<file path="src/rtl/fmul_arb.sv">
// fmul_arb: two-port round-robin arbiter in front of one shared fmul with a fixed LAT-cycle latency.
// Each port owns a one-entry result slot, and a full slot blocks only that port.
module fmul_arb #(
    parameter int unsigned LAT = 6
) (
    input  logic        clk_i,
    input  logic        rst_ni,
    input  logic        a_valid_i,
    output logic        a_ready_o,
    input  logic [31:0] a_x_i,
    input  logic [31:0] a_y_i,
    output logic        a_rvalid_o,
    input  logic        a_rready_i,
    output logic [31:0] a_rslt_o,
    output logic [4:0]  a_flag_o,
    input  logic        b_valid_i,
    output logic        b_ready_o,
    input  logic [31:0] b_x_i,
    input  logic [31:0] b_y_i,
    output logic        b_rvalid_o,
    input  logic        b_rready_i,
    output logic [31:0] b_rslt_o,
    output logic [4:0]  b_flag_o,
    output logic        m_req_o,
    output logic [31:0] m_x_o,
    output logic [31:0] m_y_o,
    input  logic [31:0] m_rslt_i,
    input  logic [4:0]  m_flag_i,
    output logic        busy_o
);
    typedef enum logic [1:0] {IDLE, ISSUE, RUN} state_e;

    state_e      state_q;
    logic [3:0]  cnt_q;
    logic        ptr_q, own_q, m_req_q;
    logic [31:0] mx_q, my_q, a_rslt_q, b_rslt_q;
    logic [4:0]  a_flag_q, b_flag_q;
    logic        a_rvalid_q, b_rvalid_q;
    logic        elig_a, elig_b, gnt_a, gnt_b, done;

    // ptr_q=1 means B was granted last, so A wins a tie
    assign elig_a = a_valid_i & ~a_rvalid_q;
    assign elig_b = b_valid_i & ~b_rvalid_q;
    assign gnt_a  = (state_q == IDLE) & elig_a & (~elig_b | ptr_q);
    assign gnt_b  = (state_q == IDLE) & elig_b & (~elig_a | ~ptr_q);
    assign done   = (state_q == RUN) & (cnt_q == 4'd1);

    always_ff @(posedge clk_i or negedge rst_ni) begin
        if (!rst_ni) begin
            state_q    <= IDLE;
            cnt_q      <= 4'd0;
            ptr_q      <= 1'b1;
            own_q      <= 1'b0;
            m_req_q    <= 1'b0;
            mx_q       <= 32'd0;
            my_q       <= 32'd0;
            a_rslt_q   <= 32'd0;
            b_rslt_q   <= 32'd0;
            a_flag_q   <= 5'd0;
            b_flag_q   <= 5'd0;
            a_rvalid_q <= 1'b0;
            b_rvalid_q <= 1'b0;
        end else begin
            m_req_q <= 1'b0;
            case (state_q)
                IDLE: if (gnt_a | gnt_b) begin
                    mx_q    <= gnt_a ? a_x_i : b_x_i;
                    my_q    <= gnt_a ? a_y_i : b_y_i;
                    own_q   <= gnt_b;
                    ptr_q   <= gnt_b;
                    m_req_q <= 1'b1;
                    state_q <= ISSUE;
                end
                ISSUE: begin
                    cnt_q   <= 4'(LAT);
                    state_q <= RUN;
                end
                RUN: begin
                    cnt_q   <= cnt_q - 4'd1;
                    state_q <= done ? IDLE : RUN;
                end
                default: state_q <= IDLE;
            endcase
            a_rvalid_q <= (done & ~own_q) | (a_rvalid_q & ~a_rready_i);
            b_rvalid_q <= (done & own_q) | (b_rvalid_q & ~b_rready_i);
            if (done & ~own_q) begin
                a_rslt_q <= m_rslt_i;
                a_flag_q <= m_flag_i;
            end
            if (done & own_q) begin
                b_rslt_q <= m_rslt_i;
                b_flag_q <= m_flag_i;
            end
        end
    end

    assign a_ready_o  = gnt_a;
    assign b_ready_o  = gnt_b;
    assign a_rvalid_o = a_rvalid_q;
    assign b_rvalid_o = b_rvalid_q;
    assign a_rslt_o   = a_rslt_q;
    assign b_rslt_o   = b_rslt_q;
    assign a_flag_o   = a_flag_q;
    assign b_flag_o   = b_flag_q;
    assign m_req_o    = m_req_q;
    assign m_x_o      = mx_q;
    assign m_y_o      = my_q;
    assign busy_o     = state_q != IDLE;
endmodule

</file>
<file path="config.mk">
export PLATFORM = sky130hd
export DESIGN_NAME = fmul_arb
export DESIGN_NICKNAME = d
export VERILOG_FILES = /design/src/rtl/fmul_arb.sv
export SDC_FILE = /design/constraint.sdc
export NUM_CORES = 1
export LEC_CHECK = 0
export BUFFER_PORTS_ARGS = -buffer_cell sky130_fd_sc_hd__buf_2
export CORE_UTILIZATION = 54
export CTS_BUF_LIST = sky130_fd_sc_hd__clkbuf_4
export DETAILED_ROUTE_END_ITERATION = 6
export PLACE_DENSITY = 0.88
export REMOVE_ABC_BUFFERS = 1
export SYNTH_ARGS = -nofsm -noshare
export SYNTH_HDL_FRONTEND = slang
export SYNTH_SLANG_ARGS = --single-unit
</file>
<file path="constraint.sdc">
create_clock -name clk_i -period 3.8 [get_ports clk_i]
set_clock_uncertainty 0.05 [all_clocks]
set_input_delay 0.76 -clock clk_i [delete_from_list [all_inputs] [get_ports clk_i]]
set_output_delay 0.76 -clock clk_i [all_outputs]
set_load 0.01 [all_outputs]
</file>
# After elaboration in Yosys (flattened, before gate mapping)
# Index checks and enable logic that the tools add are counted.
[totals]
register_bits = 149
latchBits = 0
ram_bits = 0
mem_bits_ro = 0
inputBits = 171
out_inout_bits = 144
elab_cells = 54
mem_count = 0
[op_classes]
n_addsub = 1
n_mul = 0
div_mod_pow = 0
order_cmp = 0
eq_ne = 4
shift = 0
muxes = 8
bitwise_logic = 24
n_reduce_logical = 4
[op_table]
columns = ["operator", "n"]
rows = [
  ["32-bit two-way mux", 2],
  ["1-bit AND", 11],
  ["1-bit NOT", 8],
  ["4-bit one-hot mux with 2 select lines", 1],
  ["2-bit one-hot mux with 3 select lines", 1],
  ["1-bit bitwise OR", 5],
  ["4-bit by 1-bit equality test with 1-bit output (second input constant)", 1],
  ["2-bit two-way mux", 2],
  ["2-bit nonzero test", 2],
  ["4-bit by 1-bit subtractor with 4-bit output (second input constant)", 1],
  ["2-bit by 1-bit equality test with 1-bit output (second input constant)", 1],
  ["2-bit equality test (second input constant)", 1],
  ["2-bit logical NOT", 1],
  ["1-bit two-way mux", 2],
  ["2-bit by 1-bit inequality test with 1-bit output (second input constant)", 1],
  ["2-bit AND reduction", 1],
]

# Longest topological paths before layout
# Gate-level depths: netlist (run 1).
[depth]
ltp_word = 8
depth_mapped = 8
mapped_depth_nobuf = 6

# Worst setup path after synthesis (run 1)
# No wires, ideal clock.
[synth_timing]
path_kind = "input-to-output"
startpoint = "input port b_valid_i"
endpoint = "output port b_ready_o"
arrival_time_ns = 1.503
required_ns = 2.990
slack_ns = 1.487
path_stages = 3
n_path_buf = 1
cell_sequence = "nand2b_1 -> buf_2 -> a311oi_1"
[synth_via]
elab_chain_len = 3
[synth_lines]
columns = ["element", "line", "text"]
rows = [
  ["start, declared", "16", "input logic b_valid_i,"],
  ["1-bit AND", "43", "assign elig_b = b_valid_i & ~b_rvalid_q;"],
  ["1-bit AND (2 in series)", "45", "assign gnt_b = (state_q == IDLE) & elig_b & (~elig_a | ~ptr_q);"],
  ["end, declared", "17", "output logic b_ready_o,"],
]
# Every way passes these cells.

# Worst setup path after layout (run 1)
[layout_timing]
startpoint = "register state_q[0]"
endpoint = "output port b_ready_o"
[layout_via]
elab_chain_len = 3
[layout_lines]
columns = ["element", "line", "text"]
rows = [
  ["start, declared", "33", "state_e state_q;"],
  ["start signal, assigned", "80", "state_q <= done ? IDLE : RUN;"],
  ["2-bit logical NOT", "45", ""],
  ["1-bit AND (2 in series)", "45", ""],
]
# Every way passes these cells.

==> results of run 1 <==
[area by class of cell]
type / count / area share (%)
sequential: 149 / 38.7
inverter: 10 / 0.402
clock buffer: 20 / 1.56
multi-input combinational: 366 / 38.0
tap: 180 / 2.33
antenna: 2 / 0.0519
timing repair buffer: 330 / 17.9
clock inverter: 12 / 1.10
[placed cells by master (no fill, tap or decap), types with 2 or more instances in the layout]
master        n
buf_12        2
a221oi_2     60
buf_2       313
and4b_1      64
o21ai_0      68
clkbuf_4     20
nor2_1        2
ha_1          3
inv_1         8
mux2_4       19
o22ai_1       2
mux2_2       37
nand2b_4      2
inv_6         4
clkinv_2      4
clkinvlp_4    3
a21o_1        3
nand3_1       3
a221oi_1      4
diode_2       2
a2bb2oi_1    64
mux2_1       19
dfrtp_1     147
nor3b_4       2
buf_4        14
[registers in the layout (all words and copies together), names as in the netlist]
signal and flops:
ptr_q 1, b_rvalid_o 1, a_rvalid_o 1, a_rslt_o 32
cnt_q 4, state_q 2, m_req_o 1, own_q 1
a_flag_o 5, b_flag_o 5, b_rslt_o 32, m_y_o 32
m_x_o 32
[worst min path at each step]
stage,cells past startpoint,startpoint,end
after floorplan,0,rst_ni,a_flag_o[0]
after global placement,1,a_rslt_o[28],a_rslt_o[28]
after detailed placement,1,a_rslt_o[21],a_rslt_o[21]
after CTS,1,rst_ni,m_x_o[9]
after global routing,1,rst_ni,m_y_o[10]
final,1,rst_ni,m_x_o[9]
[power by group through the flow]
stage                     clock [mW]  sequential (mW)  combinational [mW]
after floorplan                    0             2.63                1.73
after detailed placement           0             2.46                3.05
final                          0.943             2.44                3.03
after global placement             0             2.44                2.96
after CTS                      0.970             2.43                3.05
after global routing            1.04             2.49                3.30
[kinds of logic (layout without fill, tap and decap cells)]
group	after synthesis	count (layout)	share of synthesized area, %
flip-flops	149	149	47.6
adder cells (fa/ha/maj)	4	4	0.638
AO/OA/AOI/OAI	205	205	24.2
AND/OR/NAND/NOR	81	81	9.64
multiplexers	76	76	11.8
other	0	2	0
buffers and inverters	88	372	6.11
[Yosys cell counts, types with 4 or more instances]
cell,number,area [sq um]
and4b_1,64,641
mux2_4,19,285
buf_4,7,52.6
ha_1,4,50.1
a221oi_1,4,35.0
inv_1,9,33.8
nand3_1,4,20.0
dfrtp_1,148,3700
buf_2,23,115
clkbuf_1,33,124
a221oi_2,60,901
o21ai_0,68,340
mux2_1,19,214
buf_6,11,124
a2bb2oi_1,64,561
mux2_2,37,417
[routing by layer]
layer | wire length, um | up-vias | global-route usage, %
li1 | - | 2943 | -
met1 | 8880 | 3269 | 36.6
met2 | 11400 | 312 | 52.1
met3 | 2120 | 46 | 12.0
met4 | 640 | 4 | 11.3
met5 | 23 | - | 0
[metrics by stage]
stage,cells,utilization [%],area [sq um]
after CTS,1067,68.7,9640
after global routing,1068,68.7,9650
after global placement,1035,66.8,9390
final,1069,68.7,9650
after floorplan,525,-,7400
after detailed placement,1035,66.8,9390
==> impl_metrics.ini, run 1 <==
[setup_path]
crit_chain = inv_1 > ha_2 > clkinv_2 > a311oi_1 > buf_2
start_kind = flop
cp.required_ps = 2990
crit_type = reg -> out
crit_family = buffers and inverters
crit_fanout = 22
r2r_end = m_y_o[28]
r2r_slack_ps = 1380
ff2ff_path_depth = 7
cp-startpoint = state_q[0]
crit_end = b_ready_o
critPathMaxStageDelay_ps = 520
r2r-start = state_q[0]
crit_cells = 5
crit_path_end_kind = primary output
timing.critical_path.buf_inv = 3
slowest_stage = a311oi_1
arrival_ps = 2330

[place]
place_congestion = 0.810
port_buffers = 314
dp_slack_ps = 1070
hpwl_um = 15900

[synthesis]
synthArstFlopShare_pct = 100
synth_edf_count = 0
synth.distinct_cells = 35
seq_area_frac_synth_pct = 47.6
ys_seq_elements = 149
synth_top_flop_cell = dfrtp_1
synthCells = 603
synthesis.area_sq_um = 7840
yosys_warnings = 0
avgSynthCellArea_sq_um = 13.0

[global_route]
grt_max_degree = 67
overflow = 0
grt_usage_pct = 31.3
first_global_vias = 6573
antenna_found_initial = 4
grt_pass1_wl_um = 35800

[timing]
setup_tns_ps = 0
max_freq_ghz = 0.318
worst_slack_ps = 658
slew_viol_final = 0
setup_viol = 0
grt_setup_unrepaired = no
slew_headroom_pct = 28.9
timing.final.crit_share_pct = 82.7
max_slew.worst_pin.slew_ps = 1070
period_needed_ps = 3140
hold_violations = 0
fin_hold_ws_ps = 148

[cts]
cts_root_buf = clkbuf_4
cts_sinks = 149
post_cts_resize_count = 0
cts_tree = done
cts_made_buffers = 17
hold_buffers = 0
clkLatencyLatePin_ps = 550
cts_setup_buffers = 0
clockBufferDepth = 2
htree_levels = 4
clkTransAtPathRegs_ps = 130

[die]
pin_count = 315
chipHeight_um = 122
fp.coreArea_sq_um = 14000
num_rows = 43
fp.dieW_um = 122
start_util_pct = 55.8
die_area_sq_um = 15000

[cells_and_area]
multiInputGateArea_sq_um = 3670
seq_area_sq_um = 3730
synthToLayoutAreaGrowth_pct = 23.1
fillers = 1021
drive_above_1_share_pct = 55.1
final_nets = 1049

[outcome]
outcome = finished, final reports clean

[pwr]
peakVddDrop_v = 0.000382
p_int_mw = 3.83
p_leak_nw = 4.71
p_comb_share_pct = 47.3
power.share.sequential_pct = 38.0
p_per_area_nw_per_um2 = 665
p_total_mw = 6.42
switching_share_pct = 40.3
clock_power_share_pct = 14.7
p_sw_mw = 2.59

[min_path]
hold_class = in -> async

[job]
maxCapViolations = 0

[routing]
wirelength_um = 23100
dr.first_iter.drc_count = 696
drc = 0
dr.pass1.iters = 5
wl_per_cell_um = 21.6
vias = 6574
via_per_inst = 6.15
ant_nets = 0
Note: power is estimated with default switching activity, not from simulation.
==> run 2, diff against run 1 <==
- CORE_UTILIZATION: 54 -> 51
- PLACE_DENSITY: 0.88 -> 0.84
- clock period: 3.8 -> 3 ns (I/O delays scaled with it)
==> run 2 against run 1 <==
  * Cell count increased by 0.94%
  * Global-route usage fell by 2.0 points
  * Final area up 1.1%
  * First-iteration DRC count down 43%
  * Non-clock buffer count is 3 higher
  * Core utilization down 2.6 points
  * Critical path type unchanged
  * Critical endpoint is now busy_o
  * Highest routed layer unchanged
==> impl_metrics.ini, run 2 (synthesis results as in run 1) <==
[outcome]
outcome = finished, final reports clean

[setup_path]
critPathMaxStageDelay_ps = 560
cp-startpoint = state_q[0]
r2r-start = a_rvalid_o
crit_path_end_kind = primary output
cp.required_ps = 2350
slowest_stage = buf_4
start_kind = flop
crit_chain = inv_1 > ha_2 > clkinv_2 > buf_4 > buf_2
crit_type = reg -> out
crit_fanout = 43
arrival_ps = 2140

[min_path]
hold_class = in -> reg
hp-start = a_rready_i

[die]
chipHeight_um = 126
die_area_sq_um = 15900
num_rows = 44
fp.coreArea_sq_um = 14800
start_util_pct = 53.1
fp.dieW_um = 126
pin_count = 315

[timing]
max_slew.worst_pin.slew_ps = 1130
hold_violations = 0
slew_viol_final = 0
grt_setup_unrepaired = no
max_freq_ghz = 0.359
slew_headroom_pct = 24.9
worst_slack_ps = 212
setup_tns_ps = 0
fin_hold_ws_ps = 117
setup_viol = 0
period_needed_ps = 2790
timing.final.crit_share_pct = 92.9

[global_route]
grt_max_degree = 67
grt_most_used_layer = met2
use_met3_pct = 11.7
overflow = 0
grt_use_met2_pct = 47.6
antenna_found_initial = 7
grt_util_met1_pct = 35.6
grt_pass1_wl_um = 36000
grt_usage_pct = 29.2
first_global_vias = 6525

[cts]
clkTransAtPathRegs_ps = 130
htree_levels = 4
cts_root_buf = clkbuf_4
cts_made_buffers = 17
cts_setup_buffers = 0
clkLatencyLatePin_ps = 570
cts_tree = done
cts_sinks = 149
clockBufferDepth = 2

[routing]
dr.pass1.iters = 6
via_per_inst = 6.08
vias = 6562
ant_nets = 0
wl_per_cell_um = 21.2
wirelength_um = 22800
drc = 0
dr.first_iter.drc_count = 394

[pwr]
peakVddDrop_v = 0.000485
switching_share_pct = 40.2
p_int_mw = 4.95
clock_power_share_pct = 16.2
p_sw_mw = 3.32
p_leak_nw = 4.75
p_total_mw = 8.27
p_per_area_nw_per_um2 = 848
power.share.sequential_pct = 37.0
p_comb_share_pct = 46.8

[cells_and_area]
final_cell_mix = buf_2 (313), dfrtp_1 (147), o21ai_0 (68)
final_nets = 1052
final_common_cell = buf_2
fillers = 1115
multiInputGateArea_sq_um = 3670
drive_above_1_share_pct = 55.1
synthToLayoutAreaGrowth_pct = 24.4
seq_area_sq_um = 3730
stdcell_area_sq_um = 9750

[place]
port_buffers = 314
hpwl_um = 15200
place_congestion = 0.788
dp_slack_ps = 698
post_dp_cell_area_sq_um = 9430

[job]
maxCapViolations = 0
[run 2: cell types whose count changed in the layout (fill, tap and decap cells not counted)]
cell	previous run	this run
buf_4	14	13
buf_12	2	4
buf_6	1	2
clkinv_2	4	1
bufinv_16	1	2
inv_6	4	3
inv_8	0	3
clkinv_4	0	3
clkinvlp_4	3	2
clkinv_1	1	2
clkbuf_4	20	17
dlygate4sd3_1	0	1
diode_2	2	5
[run 2: per-stage QoR]
| step | cells | util, % |
|---|---|---|
| final | 1079 | 66.1 |
| after global routing | 1076 | 66.1 |
| after CTS | 1074 | 66.0 |
| after detailed placement | 1041 | 63.9 |
| after global placement | 1041 | 63.9 |
| after floorplan | 525 | - |
[run 2: power by group through the flow]
stage / clock network [mW] / registers, mW / logic (mW)
after global routing: 1.46 / 3.13 / 4.18
after CTS: 1.38 / 3.06 / 3.89
after global placement: 0 / 3.07 / 3.82
final: 1.34 / 3.06 / 3.87
after detailed placement: 0 / 3.08 / 3.87
after floorplan: 0 / 3.34 / 2.19
[run 2: worst max-delay path, delay by kind of cell (launching register included)]
family / cells / cell delay, ps
buffers and inverters: 4 / 970
flip-flops: 1 / 380
adder cells (fa/ha/maj): 1 / 210
[run 2: worst paths after layout]
check	to	slack [ps]	cells past startpoint
max	busy_o	210	5
min	a_rvalid_o	120	2
max reg2reg	state_q[1]	740	4
min reg2reg	a_rslt_o[27]	450	1
max in group asynchronous	b_rslt_o[20]	1510	3
min in group asynchronous	m_x_o[14]	560	2
[run 2: final cells by class]
| type | count | area share (%) |
|---|---|---|
| clock buffers | 17 | 1.31 |
| flip-flops and latches | 149 | 38.3 |
| well taps | 184 | 2.36 |
| inverters | 10 | 0.398 |
| diodes | 5 | 0.128 |
| repair buffers | 333 | 18.2 |
| multi-input cells | 366 | 37.6 |
| clock inverters | 15 | 1.73 |
[run 2: repair_timing]
| action | 4_1_cts | 5_1_grt |
|---|---|---|
| endpoints found under the setup margin | 0 | 1 |
| hold endpoints to repair | 58 | 0 |
| hold buffers | 1 | 0 |
| gates resized for setup | 0 | 1 |
[run 2: metal layers]
layer  wire (um)  share of wire [%]
met4         482                2.1
met5          27               0.12
met2       11000                 48
met3        2250                9.9
met1        9020                 40
